## src/rtl/toaster_pkg.sv

```systemverilog
// Shared types and helpers for the toaster keypad front end.
// Key codes, FSM state encodings, the matrix-index-to-key map and BCD-to-seconds conversion.
package toaster_pkg;

  typedef enum logic [3:0] {
    K0, K1, K2, K3, K4, K5, K6, K7, K8, K9,
    KA, KB, KC, KD, KSTAR, KHASH
  } key_code_t;

  typedef enum logic [1:0] {
    ENTRY,
    WRITE,
    WAIT_REL
  } entry_state_t;

  typedef enum logic {
    DB_PRESS,
    DB_RELEASE
  } deb_state_t;

  localparam int MAX_SECONDS = 599;

  // Matrix bit index is row*4 + col.
  function automatic key_code_t code_of_index(input logic [3:0] idx);
    key_code_t code;
    case (idx)
      4'd0:    code = K1;
      4'd1:    code = K2;
      4'd2:    code = K3;
      4'd3:    code = KA;
      4'd4:    code = K4;
      4'd5:    code = K5;
      4'd6:    code = K6;
      4'd7:    code = KB;
      4'd8:    code = K7;
      4'd9:    code = K8;
      4'd10:   code = K9;
      4'd11:   code = KC;
      4'd12:   code = KSTAR;
      4'd13:   code = K0;
      4'd14:   code = KHASH;
      default: code = KD;
    endcase
    return code;
  endfunction

  // Shift-and-add only: M*60 = M*64 - M*4, S1*10 = S1*8 + S1*2.
  function automatic logic [9:0] bcd_to_seconds(input logic [11:0] bcd);
    logic [9:0] m;
    logic [9:0] s1;
    logic [9:0] s0;
    m  = {6'd0, bcd[11:8]};
    s1 = {6'd0, bcd[7:4]};
    s0 = {6'd0, bcd[3:0]};
    return ((m << 6) - (m << 2)) + ((s1 << 3) + (s1 << 1)) + s0;
  endfunction

endpackage

```

## src/rtl/keypad_scanner.sv

```systemverilog
// Row scanner and debouncer for a 4x4 active-low matrix; one key_valid pulse per clean press.
// A press is reported DEBOUNCE_N identical single-key snapshots in; no backpressure, keys are not queued.
module keypad_scanner
  import toaster_pkg::*;
#(
  parameter int SCAN_DIV   = 2000,
  parameter int DEBOUNCE_N = 4
) (
  input  logic       clk,
  input  logic       reset,
  input  logic [3:0] kpc,
  output logic [3:0] kpr,
  output logic       key_valid,
  output logic [3:0] key_code
);

  localparam int DIV_W = (SCAN_DIV > 1) ? $clog2(SCAN_DIV) : 1;
  localparam int CNT_W = $clog2(DEBOUNCE_N + 1);

  logic [DIV_W-1:0] div_cnt;
  logic [1:0]       row;
  logic [11:0]      partial;
  logic [15:0]      snap;
  logic [15:0]      prev_snap;
  logic             snap_vld;
  logic             slot_end;

  deb_state_t       db_state;
  deb_state_t       db_state_n;
  logic [CNT_W-1:0] stable_cnt;
  logic [CNT_W-1:0] cnt_n;
  logic             fire;
  logic             onehot;
  logic [3:0]       hot_idx;

  assign slot_end = (div_cnt == DIV_W'(SCAN_DIV - 1));
  assign kpr      = ~(4'b0001 << row);

  always_ff @(posedge clk or posedge reset) begin
    if (reset) begin
      div_cnt  <= '0;
      row      <= 2'd0;
      partial  <= '0;
      snap     <= '0;
      snap_vld <= 1'b0;
    end else begin
      snap_vld <= 1'b0;
      if (slot_end) begin
        div_cnt <= '0;
        row     <= row + 2'd1;
        case (row)
          2'd0: partial[3:0]  <= ~kpc;
          2'd1: partial[7:4]  <= ~kpc;
          2'd2: partial[11:8] <= ~kpc;
          default: begin
            snap     <= {~kpc, partial};
            snap_vld <= 1'b1;
          end
        endcase
      end else begin
        div_cnt <= div_cnt + 1'b1;
      end
    end
  end

  assign onehot = (snap != 16'd0) && ((snap & (snap - 16'd1)) == 16'd0);

  always_comb begin
    hot_idx = 4'd0;
    for (int i = 0; i < 16; i++) begin
      if (snap[i]) hot_idx = 4'(i);
    end
  end

  always_comb begin
    db_state_n = db_state;
    cnt_n      = stable_cnt;
    fire       = 1'b0;
    if (snap_vld) begin
      case (db_state)
        DB_PRESS: begin
          // Anything other than a single key (idle or chord) restarts the count.
          if (onehot) begin
            if ((snap == prev_snap) && (stable_cnt != '0)) cnt_n = stable_cnt + 1'b1;
            else                                            cnt_n = CNT_W'(1);
            if (cnt_n == CNT_W'(DEBOUNCE_N)) begin
              fire       = 1'b1;
              cnt_n      = '0;
              db_state_n = DB_RELEASE;
            end
          end else begin
            cnt_n = '0;
          end
        end
        default: begin
          if (snap == 16'd0) begin
            cnt_n = stable_cnt + 1'b1;
            if (cnt_n == CNT_W'(DEBOUNCE_N)) begin
              cnt_n      = '0;
              db_state_n = DB_PRESS;
            end
          end else begin
            cnt_n = '0;
          end
        end
      endcase
    end
  end

  always_ff @(posedge clk or posedge reset) begin
    if (reset) begin
      db_state   <= DB_PRESS;
      stable_cnt <= '0;
      prev_snap  <= '0;
      key_valid  <= 1'b0;
      key_code   <= 4'd0;
    end else begin
      db_state   <= db_state_n;
      stable_cnt <= cnt_n;
      key_valid  <= fire;
      if (snap_vld) prev_snap <= snap;
      if (fire)     key_code  <= code_of_index(hot_idx);
    end
  end

endmodule

```

## src/rtl/keypad_time_entry.sv

```systemverilog
// Keypad M:SS entry, BCD-to-seconds conversion and write/write_ack handoff to the cook timer.
// Enter -> write/Time on the next edge; write holds with Time frozen until write_ack, no timeout.
module keypad_time_entry
  import toaster_pkg::*;
#(
  parameter int SCAN_DIV   = 2000,
  parameter int DEBOUNCE_N = 4
) (
  input  logic        clk,
  input  logic        reset,
  input  logic [3:0]  kpc,
  output logic [3:0]  kpr,
  input  logic        write_ack,
  output logic        write,
  output logic [9:0]  Time,
  output logic        start,
  output logic        stop,
  output logic [11:0] entry_bcd,
  output logic        err
);

  logic         key_valid;
  logic [3:0]   key_code;
  key_code_t    kc;

  entry_state_t state;
  entry_state_t state_n;
  logic         write_n;
  logic [9:0]   time_n;
  logic         start_n;
  logic         stop_n;
  logic [11:0]  bcd_n;
  logic         err_n;

  keypad_scanner #(
    .SCAN_DIV   (SCAN_DIV),
    .DEBOUNCE_N (DEBOUNCE_N)
  ) u_scan (
    .clk       (clk),
    .reset     (reset),
    .kpc       (kpc),
    .kpr       (kpr),
    .key_valid (key_valid),
    .key_code  (key_code)
  );

  assign kc = key_code_t'(key_code);

  always_comb begin
    state_n = state;
    write_n = write;
    time_n  = Time;
    start_n = start;
    stop_n  = 1'b0;
    bcd_n   = entry_bcd;
    err_n   = err;

    // Start/stop act in every state so the cook can be aborted during a transfer.
    if (key_valid && (kc == KC)) start_n = 1'b1;
    if (key_valid && (kc == KD)) begin
      start_n = 1'b0;
      stop_n  = 1'b1;
    end

    case (state)
      ENTRY: begin
        if (key_valid) begin
          err_n = 1'b0;
          if (key_code <= 4'd9) begin
            bcd_n = {entry_bcd[7:0], key_code};
          end else if (kc == KSTAR) begin
            bcd_n = 12'd0;
          end else if (kc == KA) begin
            if (entry_bcd[7:4] > 4'd5) begin
              err_n = 1'b1;
            end else begin
              time_n  = bcd_to_seconds(entry_bcd);
              write_n = 1'b1;
              state_n = WRITE;
            end
          end
        end
      end
      WRITE: begin
        if (write_ack) begin
          write_n = 1'b0;
          bcd_n   = 12'd0;
          state_n = WAIT_REL;
        end
      end
      default: begin
        if (!write_ack) state_n = ENTRY;
      end
    endcase
  end

  always_ff @(posedge clk or posedge reset) begin
    if (reset) begin
      state     <= ENTRY;
      write     <= 1'b0;
      Time      <= 10'd0;
      start     <= 1'b0;
      stop      <= 1'b0;
      entry_bcd <= 12'd0;
      err       <= 1'b0;
    end else begin
      state     <= state_n;
      write     <= write_n;
      Time      <= time_n;
      start     <= start_n;
      stop      <= stop_n;
      entry_bcd <= bcd_n;
      err       <= err_n;
    end
  end

endmodule

```

## config.mk

```make
export PLATFORM = sky130hd
export DESIGN_NAME = keypad_time_entry
export DESIGN_NICKNAME = d
export VERILOG_FILES = /design/src/rtl/toaster_pkg.sv /design/src/rtl/keypad_scanner.sv /design/src/rtl/keypad_time_entry.sv
export SDC_FILE = /design/constraint.sdc
export NUM_CORES = 1
export LEC_CHECK = 0
export CAP_MARGIN = 10
export CORE_MARGIN = 10
export CORE_UTILIZATION = 30
export CTS_BUF_LIST = sky130_fd_sc_hd__clkbuf_8
export CTS_CLUSTER_DIAMETER = 50
export DETAILED_ROUTE_END_ITERATION = 10
export DONT_BUFFER_PORTS = 1
export PLACE_DENSITY = 0.42
export SYNTH_ARGS = -nofsm -noshare
export SYNTH_HDL_FRONTEND = slang
export SYNTH_SLANG_ARGS = --single-unit
```

## constraint.sdc

```tcl
create_clock -name clk -period 7.3 [get_ports clk]
set_input_delay 0.365 -clock clk [delete_from_list [all_inputs] [get_ports clk]]
set_output_delay 0.365 -clock clk [all_outputs]
set_load 0.05 [all_outputs]
```

== Yosys cells after proc, flatten, opt, wreduce, memory -nomap -nowiden ==
Memories as Yosys holds them, arrays and structs flattened. A register that Yosys moved wholly into a read port is not among the register bits.
Cells that the tools add are included.

* Register bits after elaboration: 91
* Bits in read-only memories: 64
* Input bits: 7
* Output and inout port bits: 30
* Word-level logic and storage cells: 139
* Memories: 1

* $add $sub $neg: 8
* $lt $le $gt $ge: 2
* Equal/unequal tests: 19
* Shift operators: 1
* Mux-type cells: 61
* Bitwise logic cells: 7
* Reduce and logical (&&, ||, !) cells: 22

{| class="wikitable"
|+ Memories
! name !! depth !! width !! read ports !! clocked after memory_dff !! write ports !! line !! text
|-
| (name not given) || 16 || 4 || 1 || 1 || 0 || toaster_pkg.sv:26 || <nowiki>case (idx)</nowiki>
|}

{| class="wikitable"
|+ Operators by type and width
! operator !! number
|-
| $mux 12 || 4
|-
| $mux 3 || 13
|-
| $logic_not 16->1 || 2
|-
| $mux 4 || 8
|-
| $pmux 12 s2 || 1
|-
| $mux 1 || 23
|-
| $mux 2 || 9
|-
| $and 16x16->16 || 1
|-
| $eq 16x16->1 || 1
|-
| $eq 4x4->1 const B || 4
|-
| $reduce_bool 16->1 || 1
|-
| $sub 16x1->16 const B || 1
|-
| $reduce_and 7->1 || 2
|-
| $add 11x1->11 const B || 1
|-
| $eq 11x11->1 const B || 1
|-
| $mux 11 || 1
|-
| $add 10x4->10 || 1
|-
| $add 10x8->10 || 1
|-
| $ne 2x2->1 const B || 5
|-
| $reduce_and 2->1 || 5
|-
| $sub 10x6->10 || 1
|-
| $add 7x5->8 || 1
|-
| $not 4->4 || 2
|-
| $eq 3x3->1 const B || 2
|-
| other kinds (20) || 29
|}

== Longest topological paths before layout ==
* Depth in word-level cells: 15
* Depth in mapped cells: 13
* Gate-level depth less buffers: 12

== Cells and area by module ==
Synthesis repeated with hierarchy kept, for this count alone.

* Cells, all modules: 503
* Area total of the unflattened synthesis: 5,266.3 um^2

{| class="wikitable"
|+ By module, submodules not included
! module !! times used !! cells an instance !! area an instance (um^2) !! sequential area each (um^2)
|-
| keypad_scanner || 1 || 339 || 3,563.4 || 1,676.6
|-
| keypad_time_entry || 1 || 164 || 1,702.9 || 700.7
|}

== Least setup slack after synthesis ==
OpenSTA, ideal clock, no wires.

* Path type: reg2reg
* Start: reg entry_bcd[3]
* End: reg Time[9]
* Setup time: 0.127 ns
* Arrival: 3.116 ns
* Data required time: 7.173 ns
* Path slack: 4.057 ns
* Cell stages (with the launch flop): 12
* Buffers on the path: 0
* Period minus slack after synthesis: 3.243 ns
* Cell sequence: dfrtp_1 inv_1 fa_1 inv_1 fa_1 ha_1 a21o_1 a21oi_1 o21ai_0 o41ai_1 xnor2_1 o21ai_0

* Cells in the longest elaborated chain, start to end: 1

{| class="wikitable"
|+ RTL lines
! element !! line !! text
|-
| start: declaration || keypad_time_entry.sv:18 || <nowiki>output logic [11:0] entry_bcd,</nowiki>
|-
| start signal: assignment || keypad_time_entry.sv:112 || <nowiki>entry_bcd <= bcd_n;</nowiki>
|-
| $add 10x4->10 || toaster_pkg.sv:55 || <nowiki>return ((m << 6) - (m << 2)) + ((s1 << 3) + (s1 << 1)) + s0;</nowiki>
|-
| end signal: assignment || keypad_time_entry.sv:109 || <nowiki>Time <= time_n;</nowiki>
|-
| end: declaration || keypad_time_entry.sv:15 || <nowiki>output logic [9:0] Time,</nowiki>
|}

No other way between the ends.
A chain may end at the register's enable or synchronous reset.

== Worst setup path after layout ==
Ends and elaborated chain as after synthesis.

==> results.py <==
metrics = {
    "timing": {
        "relSlewSlack_pct": 22.8,
        "tightest_slew_ps": 1150,
        "finalSetupTns_ps": 0,
        "fin_ws_ps": 3810,
        "fin_crit_ps": 3490,
        "setup_violations": 0,
        "fmax_ghz": 0.286,
        "rsz0062_at_grt": "false",
        "timing.final.crit_share_pct": 47.8,
        "skew_ps": 10.5,
        "final_max_slew_viol_count": 0,
        "hold_viol_final": 0,
    },
    "floorplan": {
        "die_h_um": 151,
        "core_area_mm2": 0.0171,
        "num_rows": 48,
        "io_pins": 37,
        "die_x_um": 151,
        "start_util_pct": 30.3,
        "fp.dieArea_mm2": 0.0229,
    },
    "route": {
        "drt-vias-per-instance": 4.66,
        "wl_um": 10700,
        "wl_per_cell_um": 14.7,
        "drtAntennaViolNets": 0,
        "drtIter0Drc": 175,
        "vias": 3405,
        "drt_pre_antenna_iters": 4,
        "drc": 0,
    },
    "synth": {
        "synthArstFlopShare_pct": 100,
        "syn-num-nets": 552,
        "ys_warn_count": 0,
        "ys_seq_area_share_pct": 45.8,
        "synth_area_per_cell_um2": 10.1,
        "yosysUniqueCellTypes": 58,
        "synth.cell_area_mm2": 0.00518,
        "synth-edff-count": 0,
        "synth_top_flop_cell": "dfrtp_1",
        "ys_ff_latch": 95,
        "syn-instance-count": 511,
    },
    "flow_run": {
        "maxCapViolations": 0,
    },
    "place": {
        "pre_cts_slack_ps": 3780,
        "gp_congestion": 0.770,
        "portBuffers": 0,
        "dp.final_hpwl_um": 7890,
        "placed_area_mm2": 0.00536,
    },
    "critical_path": {
        "crit_chain": "inv_1 -> fa_1 -> inv_1 -> fa_1 -> ha_1 -> a21o_1 -> a21oi_1 -> o21ai_0 -> o41ai_1 -> xnor2_1 -> o21ai_0",
        "crit_buf_inv": 2,
        "r2r_cells": 11,
        "worst_setup_path_end_kind": "flip-flop",
        "cp_top_family": "adder cells",
        "required_ps": 7570,
        "path_max_fanout": 4,
        "worstPathArrival_ps": 3760,
        "cp_slowest_stage_delay_ps": 710,
        "critPathSlowestCell": "dfrtp_1",
        "cp-start-kind": "flip-flop",
        "path_depth": 11,
        "critical_path_class": "reg -> reg",
    },
    "final_layout": {
        "nets": 541,
        "fin_util_pct": 32.5,
        "mostFrequentLayoutCell": "dfrtp_1",
        "finalInstanceArea_mm2": 0.00557,
        "area_growth_syn_to_layout_pct": 7.43,
        "drive_gt1_share_pct": 13.5,
        "diodes": 0,
        "layout_common_cells": "dfrtp_1 (95), nand2_1 (64), o21ai_0 (48)",
    },
    "cts": {
        "tritoncts": "done",
        "h-tree-depth": 3,
        "clk_path_buf_depth": 2,
        "clkSinkCount": 95,
        "postCtsSetupBuffers": 0,
        "path_clk_slew_ps": 90,
        "insertion_delay_ps": 390,
        "cts_made_buffers": 9,
        "root_buffer": "clkbuf_8",
    },
    "grt": {
        "grt_pass1_wl_um": 18400,
        "grt_max_degree": 56,
        "grt_pass1_vias": 3501,
        "antenna_found_initial": 0,
        "track_usage_pct": 10.1,
        "grt-ovfl-total": 0,
    },
    "min_path": {
        "hold-path-cell-count": 1,
        "worstHoldPathType": "in -> reg",
    },
    "power": {
        "total_leakage_power_nw": 2.63,
        "power.total_uw": 906,
        "power_density_mw_per_mm2": 163,
        "ir_drop_v": 0.000128,
    },
    "run_status": {
        "status": "finished, final reports clean",
    },
}
-- cell type report --
cell class	count	area [um^2]
clock buffers	9	124
inverters	39	149
well taps	225	282
fillers	1801	11500
repair buffers	4	32.5
flip-flops and latches	95	2380
multi-input cells	351	2530
clock inverters	7	77.6
-- power by group --
| part | internal [mW] | switching, mW | total, mW |
|---|---|---|---|
| logic | 0.00134 | 0.0108 | 0.0121 |
| registers | 0.526 | 0.00257 | 0.529 |
| clock network | 0.163 | 0.202 | 0.365 |
| total | 0.691 | 0.215 | 0.906 |
-- worst paths after layout --
| kind | from | slack (ps) | to |
|---|---|---|---|
| max in group asynchronous | reset | 5700 | u_scan.partial[1] |
| max reg2reg | entry_bcd[3] | 3810 | Time[9] |
| max | entry_bcd[3] | 3810 | Time[9] |
| min in group asynchronous | reset | 510 | u_scan.prev_snap[13] |
| min | write_ack | 60 | write |
| min reg2reg | u_scan.div_cnt[5] | 490 | u_scan.div_cnt[5] |
-- per-stage QoR --
step / cells / hold slack, ps
final: 730 / 60.2
after global routing: 730 / 47.4
after CTS: 730 / 32.0
after detailed placement: 713 / 352
after global placement: 713 / 325
after floorplan: 511 / 443
-- layer usage --
metal	up-vias	share of wire, %	track usage (%)
met1	1623	46	12.4
li1	1722	-	-
met2	51	46	16.0
met5	-	0	0
met4	0	1.3	3.46
met3	9	6.7	3.83
-- logic make-up after synthesis --
| family | after synthesis | share of synthesized area [%] |
|---|---|---|
| AO/OA/AOI/OAI | 93 | 10.8 |
| XOR/XNOR | 34 | 5.74 |
| adder cells (fa/ha/maj) | 37 | 9.51 |
| buffers and inverters | 65 | 5.50 |
| flip-flops | 95 | 45.8 |
| multiplexers | 36 | 7.99 |
| AND/OR/NAND/NOR | 151 | 14.6 |
-- flip-flops by register name, indices dropped and copies added, names as in the netlist, 3 cells and up --
signal / flops
u_scan.prev_snap: 16
u_scan.snap: 16
entry_bcd: 12
u_scan.partial: 12
u_scan.div_cnt: 11
Time: 10
u_scan.key_code: 4
u_scan.stable_cnt: 3
-- Yosys cell counts, types with 3 or more instances --
cell type | count | area (um^2)
a21oi_1 | 17 | 85.1
a31oi_1 | 3 | 18.8
buf_2 | 3 | 15.0
buf_6 | 5 | 56.3
clkbuf_1 | 16 | 60.1
dfrtp_1 | 95 | 2380
fa_1 | 5 | 100
ha_1 | 29 | 363
inv_1 | 39 | 146
maj3_1 | 3 | 30.0
mux2_2 | 30 | 338
mux2_4 | 3 | 45.0
nand2_1 | 64 | 240
nand2b_1 | 4 | 25.0
nand3_1 | 10 | 50.1
nand4_1 | 4 | 25.0
nor2_1 | 26 | 97.6
nor2b_1 | 5 | 31.3
nor3_1 | 6 | 30.0
nor4_1 | 8 | 50.1
o21ai_0 | 48 | 240
or2_2 | 6 | 37.5
or4_4 | 3 | 33.8
xnor2_1 | 9 | 78.8
xor2_1 | 25 | 219
-- timing repair --
| action | CTS | global route |
|---|---|---|
| endpoints found under the hold margin | 40 | 0 |
| hold buffers | 1 | 0 |
| setup endpoints to repair | 0 | 0 |
| resized for setup | 0 | 0 |
(Power assumes the default switching activity.)
